File: config.mk
export PLATFORM = sky130hd
export DESIGN_NAME = univ_shift_reg
export DESIGN_NICKNAME = d
export VERILOG_FILES = /design/src/rtl/univ_shift_reg.sv
export SDC_FILE = /design/constraint.sdc
export NUM_CORES = 1
export LEC_CHECK = 0
export CORE_ASPECT_RATIO = 0.9
export CORE_UTILIZATION = 47
export DETAILED_ROUTE_END_ITERATION = 10
export PLACE_DENSITY = 0.8
export SETUP_SLACK_MARGIN = 0.02
export SLEW_MARGIN = 20
export SYNTH_ARGS = -nofsm -noshare
export SYNTH_HDL_FRONTEND = slang
export SYNTH_SLANG_ARGS = --single-unit
File: constraint.sdc
create_clock -name clk -period 1.9 [get_ports clk]
set_input_delay 0.38 -clock clk [delete_from_list [all_inputs] [get_ports clk]]
set_output_delay 0.38 -clock clk [all_outputs]
set_load 0.01 [all_outputs]
File: src/rtl/univ_shift_reg.sv
// Universal shift register: hold/load/shift/rotate/arithmetic-shift operations plus a
// self-timed WIDTH-cycle serial burst that shifts a loaded word out while shifting a new one in.
module univ_shift_reg #(
   parameter int WIDTH = 8
) (
   input  logic             clk,
   input  logic             reset,
   input  logic             en,
   input  logic [2:0]       mode,
   input  logic             start,
   input  logic [WIDTH-1:0] datain,
   input  logic             sin,
   output logic [WIDTH-1:0] dataout,
   output logic             sout,
   output logic             busy,
   output logic             done
);

   localparam int CW = $clog2(WIDTH);
   localparam logic [0:0] IDLE = 1'b0;
   localparam logic [0:0] XFER = 1'b1;
   localparam logic [CW-1:0] LAST = CW'(WIDTH - 1);

   logic [WIDTH-1:0] data_reg, data_next;
   logic [CW-1:0]    cnt_reg, cnt_next;
   logic [0:0]       state_reg, state_next;
   logic             busy_reg, busy_next;
   logic             done_reg, done_next;

   always_comb begin
      data_next  = data_reg;
      cnt_next   = cnt_reg;
      state_next = state_reg;
      busy_next  = busy_reg;
      done_next  = 1'b0;
      case (state_reg)
         IDLE: begin
            if (mode == 3'b111) begin
               // Burst start ignores en; without start, mode 111 simply holds.
               if (start) begin
                  data_next  = datain;
                  cnt_next   = '0;
                  busy_next  = 1'b1;
                  state_next = XFER;
               end
            end else if (en) begin
               case (mode)
                  3'b001:  data_next = datain;
                  3'b010:  data_next = {data_reg[WIDTH-2:0], sin};
                  3'b011:  data_next = {sin, data_reg[WIDTH-1:1]};
                  3'b100:  data_next = {data_reg[WIDTH-2:0], data_reg[WIDTH-1]};
                  3'b101:  data_next = {data_reg[0], data_reg[WIDTH-1:1]};
                  3'b110:  data_next = {data_reg[WIDTH-1], data_reg[WIDTH-1:1]};
                  default: data_next = data_reg;
               endcase
            end
         end
         XFER: begin
            data_next = {sin, data_reg[WIDTH-1:1]};
            if (cnt_reg == LAST) begin
               cnt_next   = '0;
               busy_next  = 1'b0;
               done_next  = 1'b1;
               state_next = IDLE;
            end else begin
               cnt_next = cnt_reg + CW'(1);
            end
         end
         default: begin
            state_next = IDLE;
            busy_next  = 1'b0;
         end
      endcase
   end

   always_ff @(posedge clk or negedge reset) begin
      if (!reset) begin
         data_reg  <= '0;
         cnt_reg   <= '0;
         state_reg <= IDLE;
         busy_reg  <= 1'b0;
         done_reg  <= 1'b0;
      end else begin
         data_reg  <= data_next;
         cnt_reg   <= cnt_next;
         state_reg <= state_next;
         busy_reg  <= busy_next;
         done_reg  <= done_next;
      end
   end

   // Left-going operations expose the MSB; everything else, including the burst, exposes the LSB.
   assign sout    = (!busy_reg && (mode == 3'b010 || mode == 3'b100)) ? data_reg[WIDTH-1]
                                                                      : data_reg[0];
   assign dataout = data_reg;
   assign busy    = busy_reg;
   assign done    = done_reg;

endmodule

==> flow_metrics.py <==
metrics = {
    "run_status": {
        "status": "complete, no violations",
    },
    "timing": {
        "finClkSkew_ns": 0.00337,
        "fmax_mhz": 563,
        "setup_slack_ns": 0.125,
        "worstMarginPinSlew_ns": 0.490,
        "rsz0062_at_grt": "false",
        "drv_slew": 0,
        "period_share_pct": 93.4,
        "final-setup-viol-count": 0,
        "holdWs_ns": 0.403,
        "hold_viol_final": 0,
        "final.min_clock_period_ns": 1.78,
        "slew_headroom_pct": 67.4,
    },
    "routing": {
        "antenna_left": 0,
        "routed-via-count": 1069,
        "dr.pass1.iters": 5,
        "wl_um": 2890,
        "remaining_drc_errors": 0,
        "viasPerCell": 6.07,
        "first_iter_violations": 57,
        "wl_per_cell_um": 16.4,
    },
    "yosys": {
        "synth_common_cells": "dfrtp_1, a21oi_1, nand2_1, o21ai_0",
        "synth_top_cell_by_area": "dfrtp_1",
        "netlist_area_um2": 996,
        "synth_top_family_by_area": "compound AO/OA/AOI/OAI gates",
        "synth_enable_flop_cells": 0,
        "synth-simple-area-share_pct": 20.1,
        "synth_cell_types": 42,
        "synth_compound_area_share_pct": 30.7,
        "async_flop_share_pct": 100,
        "synthXorXnorAreaFrac_pct": 1.76,
        "yosys-top-cells-area": "dfrtp_1, a21oi_1, a21o_1",
        "ys_seq_area_share_pct": 35.2,
        "syn_inst": 113,
        "synth_fa_ha_area_share_pct": 3.52,
        "synth.ff_latch_count": 14,
        "ys.flop_type": "dfrtp_1",
        "yosysWarnings": 0,
        "syn_avg_cell_area_um2": 8.81,
        "syn_nets": 131,
        "synth_mux_area_share_pct": 2.51,
        "synth.top_cell.area_share_pct": 35.2,
        "synth_most_common_cell": "dfrtp_1",
    },
    "final_layout": {
        "layout.nets": 171,
        "register_area_um2": 350,
        "num_antenna_cells": 0,
        "largest_reg_flops": 8,
        "multiInputGateArea_um2": 611,
        "synthToLayoutAreaGrowth_pct": 42.1,
        "drive_gt1_share_pct": 19.9,
        "num-fill-cells": 158,
    },
    "floorplan": {
        "rows": 15,
        "start_util_pct": 51.0,
        "dieHeight_um": 45.7,
        "pin_count": 27,
        "dieArea_um2": 2310,
        "die_width_um": 50.5,
        "coreArea_um2": 1950,
    },
    "critical_path": {
        "path_cells": "dlygate4sd2_1 > xnor2_2 > nor3_2 > nand2_1 > o21ai_0 > clkdlybuf4s15_2",
        "crit_required_ns": 1.52,
        "critPathLaunchType": "input pin",
        "path_depth": 6,
        "cp.arrival_ns": 1.40,
        "crit_buf_inv": 2,
        "critPathSlowestCell": "dlygate4sd2_1",
        "cpPeakStageDelay_ns": 0.27,
        "r2r_cells": 4,
        "critPathTopFamily": "buffers and inverters",
        "worst-path-max-fanout": 2,
        "path_class": "in -> out",
        "worst_setup_path_end_kind": "output pin",
        "r2r_slack_ns": 0.20,
    },
    "pwr": {
        "leakagePower_nw": 0.616,
        "power_frac_seq_pct": 36.9,
        "intPower_mw": 1.02,
        "p_sw_uw": 703,
        "totalPowerFinal_mw": 1.73,
        "swShare_pct": 40.7,
        "peakVddDrop_uv": 666,
        "combPwrFrac_pct": 53.3,
        "power.density_nw_per_um2": 1220,
        "clkPwrFrac_pct": 9.7,
    },
    "clocking": {
        "root_buffer": "clkbuf_4",
        "cts_hold_buf": 0,
        "cts.path.max_buffers": 2,
        "numCtsBuffers": 3,
        "h-tree-depth": 1,
        "clk_pin_slew_ns": 0.08,
        "cts_tree": "yes",
        "clk_latency_ns": 0.28,
        "cts.sinks": 14,
    },
    "global_route": {
        "grt_remaining_overflow": 0,
        "grt_first_pass_wirelength_um": 4690,
        "grt_usage_pct": 27.9,
        "grt_start_max_net_pins": 16,
        "antenna_found_initial": 0,
        "grt_pass1_vias": 1001,
    },
    "hold_path": {
        "hold_path_class": "in -> async",
    },
    "placement": {
        "io_buffers": 26,
        "globalplace.congestion": 0.889,
        "place_worst_setup_slack_ns": -0.401,
        "place_hpwl_um": 2080,
    },
    "flow_run": {
        "cap_violations": 0,
    },
}
## metrics by stage
stage / util (%) / instances / TNS [ns] / cell area [um^2]
floorplan: - / 113 / 0 / 996
global placement: 70.1 / 173 / -2.50 / 1370
detailed placement: 70.1 / 173 / -2.94 / 1370
CTS: 72.2 / 176 / 0 / 1410
global route: 72.5 / 176 / 0 / 1420
finish: 72.5 / 176 / 0 / 1420
## cells by family after synthesis
| logic type | count (synthesis) |
|---|---|
| adders and majority gates | 3 |
| DFF | 14 |
| muxes | 2 |
| xor gates and xnor gates | 2 |
| buffers and inverters | 13 |
| and+or+nand+nor | 35 |
| AOI/OAI and AO/OA | 44 |
## path summary, 6_finish.rpt
path | from | endpoint
max | mode[1] | sout
max in group asynchronous | reset | dataout[7]
min | reset | cnt_reg[2]
min in group clk | cnt_reg[2] | cnt_reg[2]
max reg2reg | state_reg | dataout[5]
min reg2reg | cnt_reg[2] | cnt_reg[2]
## area by class of cell
type                    count  share of cell area (%)
inverters                   6                    1.59
multi-input cells          86                    43.1
repair buffers             42                    26.7
flip-flops and latches     14                    24.8
clock buffers               3                    1.59
well taps                  25                    2.21
## power groups by stage
stage               clock [mW]  sequential [mW]  combinational (mW)
finish                   0.168            0.638               0.921
global route             0.185            0.664                1.01
floorplan                    0            0.603               0.500
detailed placement           0            0.633               0.901
global placement             0            0.623               0.872
CTS                      0.170            0.634               0.914
## metal layers
layer  routed length, um  GRT usage [%]  up-vias
met5                   0              0        -
met4                  59           10.6        0
met3                 166           3.33        8
met2                1310           44.5       47
met1                1360           39.1      508
li1                    -              -      506
## cells in the final DEF (no fill, tap or decap), types with 2 or more instances in the layout
cell type,instances
clkdlybuf4s50_1,22
nor3_2,2
a221oi_1,4
a21oi_1,11
inv_1,6
dlygate4sd2_1,3
ha_1,2
a21o_1,5
buf_4,16
or3b_2,2
o31ai_1,5
o21ai_0,7
dfrtp_1,14
or3_1,6
clkbuf_4,3
nand2_1,9
a221o_1,2
nand3_1,6
## repair_timing
item,4_1_cts,5_1_grt
resized for setup,11,1
buffers inserted,0,0
setup endpoints to repair,8,2
pin swaps,1,0
Power figures use the tool's default switching activity.
